<file path="config.mk">
export PLATFORM = sky130hd
export DESIGN_NAME = vme_bus_arbiter
export DESIGN_NICKNAME = d
export VERILOG_FILES = /design/src/rtl/vme_bus_arbiter.sv
export SDC_FILE = /design/constraint.sdc
export NUM_CORES = 1
export LEC_CHECK = 0
export ABC_AREA = 1
export CAP_MARGIN = 20
export CELL_PAD_IN_SITES_DETAIL_PLACEMENT = 0
export CELL_PAD_IN_SITES_GLOBAL_PLACEMENT = 2
export CORE_MARGIN = 5
export CORE_UTILIZATION = 29
export CTS_CLUSTER_SIZE = 20
export DETAILED_ROUTE_END_ITERATION = 10
export PLACE_DENSITY = 0.8
export REMOVE_ABC_BUFFERS = 1
export SKIP_LAST_GASP = 1
export SLEW_MARGIN = 30
export SYNTH_ARGS = -nofsm -noshare
export SYNTH_HDL_FRONTEND = slang
export SYNTH_SLANG_ARGS = --single-unit
</file>
<file path="constraint.sdc">
create_clock -name Clk -period 2.7 [get_ports Clk]
set_input_delay 0.675 -clock Clk [delete_from_list [all_inputs] [get_ports Clk]]
set_output_delay 0.675 -clock Clk [all_outputs]
set_load 0.005 [all_outputs]
</file>
<file path="src/rtl/vme_bus_arbiter.sv">
// Two-requester arbiter in front of a single VMERdMem/VMEWrMem register-bank slave.
// Each requester buffers one access; grants alternate round-robin and each access can time out.
module vme_bus_arbiter #(
   parameter int ADDR_WIDTH = 8,
   parameter int DATA_WIDTH = 32,
   parameter int TIMEOUT    = 16
) (
   input  logic                  Clk,
   input  logic                  Rst,
   input  logic                  m0_start,
   input  logic                  m0_we,
   input  logic [ADDR_WIDTH-1:0] m0_addr,
   input  logic [DATA_WIDTH-1:0] m0_wdata,
   output logic                  m0_busy,
   output logic                  m0_done,
   output logic                  m0_err,
   output logic [DATA_WIDTH-1:0] m0_rdata,
   input  logic                  m1_start,
   input  logic                  m1_we,
   input  logic [ADDR_WIDTH-1:0] m1_addr,
   input  logic [DATA_WIDTH-1:0] m1_wdata,
   output logic                  m1_busy,
   output logic                  m1_done,
   output logic                  m1_err,
   output logic [DATA_WIDTH-1:0] m1_rdata,
   output logic [ADDR_WIDTH-1:0] VMEAddr,
   output logic [DATA_WIDTH-1:0] VMEWrData,
   output logic                  VMERdMem,
   output logic                  VMEWrMem,
   input  logic [DATA_WIDTH-1:0] VMERdData,
   input  logic                  VMERdDone,
   input  logic                  VMEWrDone
);

   // state  | meaning
   // IDLE   | no access in flight, pick a pending requester
   // STROBE | single-cycle VMERdMem/VMEWrMem pulse
   // WAIT   | waiting for the matching Done, counting towards timeout
   // ACK    | one-cycle done/err pulse to the granted requester
   typedef enum logic [1:0] {IDLE, STROBE, WAIT, ACK} state_t;

   localparam int CW = (TIMEOUT > 2) ? $clog2(TIMEOUT) : 1;

   state_t                state, state_nxt;
   logic [1:0]            start;
   logic [1:0]            pend;
   logic                  h_we    [2];
   logic [ADDR_WIDTH-1:0] h_addr  [2];
   logic [DATA_WIDTH-1:0] h_wdata [2];
   logic [DATA_WIDTH-1:0] rdata_q [2];
   logic                  grant, last_grant, sel_grant;
   logic                  we_q, err_q;
   logic [ADDR_WIDTH-1:0] addr_q;
   logic [DATA_WIDTH-1:0] wdata_q;
   logic [CW-1:0]         cnt;
   logic                  match_done, timeout;

   assign start      = {m1_start, m0_start};
   assign sel_grant  = pend[~last_grant] ? ~last_grant : last_grant;
   assign match_done = we_q ? VMEWrDone : VMERdDone;
   assign timeout    = (cnt == CW'(TIMEOUT - 1));

   always_ff @(posedge Clk) begin
      if (Rst) state <= IDLE;
      else     state <= state_nxt;
   end

   always_comb begin
      state_nxt = state;
      case (state)
         IDLE:    if (|pend) state_nxt = STROBE;
         STROBE:  state_nxt = WAIT;
         WAIT:    if (match_done || timeout) state_nxt = ACK;
         ACK:     state_nxt = IDLE;
         default: state_nxt = IDLE;
      endcase
   end

   always_ff @(posedge Clk) begin
      if (Rst) begin
         pend       <= '0;
         grant      <= 1'b0;
         last_grant <= 1'b1;
         we_q       <= 1'b0;
         err_q      <= 1'b0;
         addr_q     <= '0;
         wdata_q    <= '0;
         cnt        <= '0;
         for (int n = 0; n < 2; n++) begin
            h_we[n]    <= 1'b0;
            h_addr[n]  <= '0;
            h_wdata[n] <= '0;
            rdata_q[n] <= '0;
         end
      end else begin
         // a start while the slot is still occupied is dropped
         for (int n = 0; n < 2; n++) begin
            if (start[n] && !pend[n]) begin
               pend[n]    <= 1'b1;
               h_we[n]    <= (n == 0) ? m0_we    : m1_we;
               h_addr[n]  <= (n == 0) ? m0_addr  : m1_addr;
               h_wdata[n] <= (n == 0) ? m0_wdata : m1_wdata;
            end
         end
         case (state)
            IDLE: begin
               if (|pend) begin
                  grant           <= sel_grant;
                  pend[sel_grant] <= 1'b0;
                  we_q            <= h_we[sel_grant];
                  addr_q          <= h_addr[sel_grant];
                  wdata_q         <= h_wdata[sel_grant];
               end
            end
            STROBE: cnt <= '0;
            WAIT: begin
               if (match_done) begin
                  err_q <= 1'b0;
                  if (!we_q) rdata_q[grant] <= VMERdData;
               end else begin
                  cnt <= cnt + CW'(1);
                  if (timeout) begin
                     err_q          <= 1'b1;
                     rdata_q[grant] <= '1;
                  end
               end
            end
            ACK:     last_grant <= grant;
            default: ;
         endcase
      end
   end

   always_comb begin
      VMEWrMem  = (state == STROBE) &&  we_q;
      VMERdMem  = (state == STROBE) && !we_q;
      VMEAddr   = addr_q;
      VMEWrData = wdata_q;
      m0_done   = (state == ACK) && (grant == 1'b0);
      m1_done   = (state == ACK) && (grant == 1'b1);
      m0_err    = m0_done && err_q;
      m1_err    = m1_done && err_q;
      m0_busy   = pend[0] || ((state != IDLE) && (grant == 1'b0));
      m1_busy   = pend[1] || ((state != IDLE) && (grant == 1'b1));
      m0_rdata  = rdata_q[0];
      m1_rdata  = rdata_q[1];
   end

endmodule

</file>
# [Yosys cells after proc, flatten, opt, wreduce, memory -nomap -nowiden]
# Memories as Yosys holds them, arrays and structs flattened. A register that Yosys moved wholly into a read port is not among the register bits.
# Cells that the tools add are included.
# Widths: inputs -> output; s select.
[op_classes] n_addsub=1 order_cmp=3 eq_ne=7 mux=47 bitwise_logic=11 reduce_logical=27
[ops] operator="$mux 32" n=4
[ops] operator="$mux 1" n=33
[ops] operator="$reduce_or 32->1" n=1
[ops] operator="$mux 8" n=2
[ops] operator="$logic_and 1x1->1" n=11
[ops] operator="$mux 2" n=4
[ops] operator="$pmux 2 s4" n=1
[ops] operator="$pmux 4 s2" n=1
[ops] operator="$reduce_and 2->1" n=4
[ops] operator="$or 1x1->1" n=7
[ops] operator="$ne 2x2->1 const B" n=3
[ops] operator="$reduce_bool 2->1" n=3
[ops] operator="$add 4x1->4 const B" n=1
[ops] operator="$eq 2x2->1 const B" n=2
[ops] operator="$eq 4x4->1 const B" n=1
[ops] operator="$lt 1x2->1 const B" n=2
[ops] operator="$mux 4" n=1
[ops] operator="$logic_not 1->1" n=3
[ops] operator="$logic_or 1x1->1" n=3
[ops] operator="$and 2x2->2" n=1
[ops] operator="$eq 2x1->1 const B" n=1
[ops] operator="$logic_not 2->1" n=1
[ops] operator="$not 1->1" n=2
[ops] operator="$not 2->2" n=1
[ops] operator="other kinds (3)" n=3
[totals] reg_bits=11 mem_bits_rw=146 inputBits=120 out_inout_bits=112 elab_cells=106 memories=4
[mem_list] memory="h_wdata" words=2 word_bits=32 read_ports=1 rd_ports_with_merged_regs=1 wr=2 line_no="49" source="logic [DATA_WIDTH-1:0] h_wdata [2];"
[mem_list] memory="rdata_q" words=2 word_bits=32 read_ports=2 rd_ports_with_merged_regs=0 wr=2 line_no="50" source="logic [DATA_WIDTH-1:0] rdata_q [2];"
[mem_list] memory="h_addr" words=2 word_bits=8 read_ports=1 rd_ports_with_merged_regs=1 wr=2 line_no="48" source="logic [ADDR_WIDTH-1:0] h_addr [2];"
[mem_list] memory="h_we" words=2 word_bits=1 read_ports=1 rd_ports_with_merged_regs=1 wr=2 line_no="47" source="logic h_we [2];"

# [Depth between registers and ports, before layout]
[logic_depth] ltp_word=12 mapped_depth=11 mapped_depth_nobuf=10

# [Worst setup path after synthesis]
# Ideal clock, no wire load.
[synth_path] kind="input port to flip-flop" from="input port Rst" to="memory rdata_q[0][0], enable pin" setup_time_ns=0.389 arrival_time_ns=2.133 required_ns=2.311 slack_ns=0.177 path_stages=7 n_path_buf=2 path_cell_list="inv_1 -> buf_2 -> nand4_1 -> o21ai_4 -> nand2_4 -> buf_6 -> nand2_1"
[synth_lines] element="start, declared" line_no="9" source="input logic Rst,"
[synth_lines] element="end, declared" line_no="50"

# [Worst setup path in the final report]
[layout_path] from="register state[0]" to="output port m1_busy"
[layout_via] elab_chain_len=3
[layout_lines] element="start, declared" line_no="44" source="state_t state, state_nxt;"
[layout_lines] element="start signal, assigned" line_no="65" source="else state <= state_nxt;"
[layout_lines] element="$reduce_bool 2->1" line_no="144" source="m1_busy = pend[1] || ((state != IDLE) && (grant == 1'b1));"
[layout_lines] element="$logic_and 1x1->1" line_no="144"
[layout_lines] element="$logic_or 1x1->1" line_no="144"
[layout_lines] element="end, declared" line_no="22" source="output logic m1_busy,"
# Every way passes these cells.

==> results by group <==
Outcome
  • Status: complete, no violations

Timing
  • Relative slew slack: 38.31%
  • Least-Margin Pin Slew: 0.9218 ns
  • Crit path time final: 2.539 ns
  • RSZ-0062 raised after global routing: false
  • Final worst-path cycle share: 94.02%
  • Final WS setup: approximately 0.16 ns
  • Max-slew violation count: 0
  • FMAX: 0.3939 GHz
  • Hold slack: approximately 0.5 ns
  • Final setup vio count: 0
  • Post-Route Skew: 0.01683 ns
  • Hold Fails Final Rpt: 0

CTS
  • Reg clk slew, reported paths: roughly 0.080 ns
  • CTS H-tree depth: 4
  • Clk sinks: 198
  • CTS tree: built
  • TritonCTS buffer count: 17
  • Root Buffer: clkbuf_16
  • Clock latency at the later pin of the worst-skew pair: 0.43 ns
  • Max Buffers Root-to-Sink: 2

Layout
  • Antenna diodes: 0
  • Final Util: 41.93%
  • Area grow syn2layout: 42.12%
  • Commonest non-fill, non-tap cell in the layout: clkdlybuf4s50_1
  • Layout cells sized above 1: about 7.2%
  • Final nets: 1203
  • Most frequent cells in the layout: clkdlybuf4s50_1, nor2_1, nand2_1, edfxtp_1, inv_1

Floorplanning
  • FP Rows: ~60
  • I/O pin total: between 200 and 250
  • Die area: ~32000 um^2
  • Die Ht: 178.4 um
  • Die W: 178.4 um
  • Core area: around 28000 um^2
  • Initial core utilization: roughly 30%

Power
  • PD cells: 700.6 nW/um^2
  • Logic pwr share: 22.0%
  • Sequential share of power: 46.0%
  • Clock power frac: 32.0%
  • Leak: 5.125 nW
  • Switching pwr: roughly 2.5 mW
  • P_int: 5.722 mW
  • Power consumption: 8.184 mW
  • Sw frac: 30.09%
  • Worst VDD drop: 475.8 uV

Routing
  • Vias per cell: 4.163
  • Average routed wire per standard cell: roughly 15 um
  • DR DRC count: 0
  • First-pass DRT Iterations: 4
  • Final ANT Viol Nets: 0
  • Drt total wl: 22530 um
  • DR iter-0 viols: 300
  • Via Count: 6112

Critical path
  • Largest fanout on the critical path: 5
  • Kind of critical path: flip-flop to output port
  • Crit start category: flip-flop
  • Arr. time, crit path: 1.86 ns
  • Crit end category: output port
  • Crit path required time: 2.03 ns

GRT
  • GRT overflow: 0
  • Vias in the first global route: 6209
  • Gr usage total: 14.14%
  • First-pass GRT wire length: 34470 um
  • Largest net degree at the start of global routing: 45
  • Initial antenna violation count: 1

Synthesis
  • Synthesis Warnings: 0
  • Synth unique cells: 28
  • Seq cells post-synth: 198
  • Sequential area share after synthesis: 66.01%
  • Mapped Area: roughly 8000 um^2
  • Post-Synthesis Cells: between 800 and 900
  • Syn Area/Cell: 9.727 um^2

Min path
  • Min-Delay Path Class: flip-flop to flip-flop

Placement
  • Buffers on Ports: 231
  • Gpl congestion: approximately 0.75
  • Post-DP HPWL: about 15000 um
  • Post-placement setup slack: around 0.047 ns

Run
  • Max cap viols: 0
==> cell type report <==
type,count,area [um^2]
Clock buffer,18,450.4
Clock inverter,14,171.4
Fill cell,2739,16180
Inverter,144,540.5
Multi-Input combinational cell,464,2063
Sequential cell,198,5425
Tap cell,378,473.0
Timing Repair Buffer,252,2557
==> through the flow <==
stage,std cells,cell area (um^2),TNS [ns]
detailed placement,1436,11060,0
floorplan,806,8000,-120.00
global route,1468,11680,0
CTS,1468,11680,0
finish,1468,11680,0
global placement,1436,11060,0
==> synthesized netlist by cell type, drive strengths merged <==
cell / instances / area (um^2)
nor2: 188 / 738.2
clkinv: 1 / 3.750
buf: 30 / 185.2
clkbuf: 9 / 33.78
a21oi: 9 / 45.04
o21ai: 7 / 50.05
dfxtp: 52 / 1041
inv: 143 / 536.8
o22ai: 1 / 6.260
nor3: 1 / 5.000
nand4: 3 / 33.78
ha: 6 / 75.07
nand3: 93 / 478.0
nand2: 156 / 603.1
edfxtp: 146 / 4384
==> critical path, cell delays in order, from the launching register on <==
cell,delay [ns]
dfxtp_1,0.37
inv_1,0.11
ha_2,0.24
o21ai_1,0.19
clkdlybuf4s50_1,0.53
==> power groups by stage <==
stage	clock network [mW]	registers, mW	logic (mW)
CTS	2.71	3.77	1.85
global placement	0	3.84	1.84
global route	2.83	3.80	2.01
floorplan	0	3.82	0.803
detailed placement	0	3.84	1.85
finish	2.62	3.76	1.80
==> state kept, by name, indices dropped and copies added, names as in the netlist, 2 cells and up <==
name,count
h_wdata,64
cnt,4
VMEAddr,8
h_addr,16
rdata_q,64
h_we,2
pend,2
VMEWrData,32
state,2
==> worst paths after layout <==
path	start	end	slack, ns	cells after the start
hold reg to reg	cnt[0]	cnt[0]	0.49	1
setup / recovery	state[0]	m1_busy	0.16	4
hold / removal	cnt[0]	cnt[0]	0.49	1
setup reg to reg	state[0]	rdata_q[1][17]	0.71	6
==> cell families after synthesis <==
family,Yosys count,share of synthesized area (%)
AOI/OAI and AO/OA,17,1.233
adders and majority gates,6,0.9134
buffers and inverters,183,9.240
DFF,198,66.01
and+or+nand+nor,441,22.61
==> routing by layer <==
metal  vias to the layer above  track usage (%)  share of wire, %
li1                       3112                -                 -
met1                      2759            18.73                45
met2                       228            22.21                45
met3                        11            5.362               9.9
met4                         2            2.974              0.60
met5                         -                0             0.049
==> repair_timing <==
item | CTS | global route
setup endpoints to repair | 1 | 2
setup buffers | 0 | 0
hold buffers | 0 | 0
gates resized for setup | 1 | 1
Note: power is estimated with default switching activity, not from simulation.
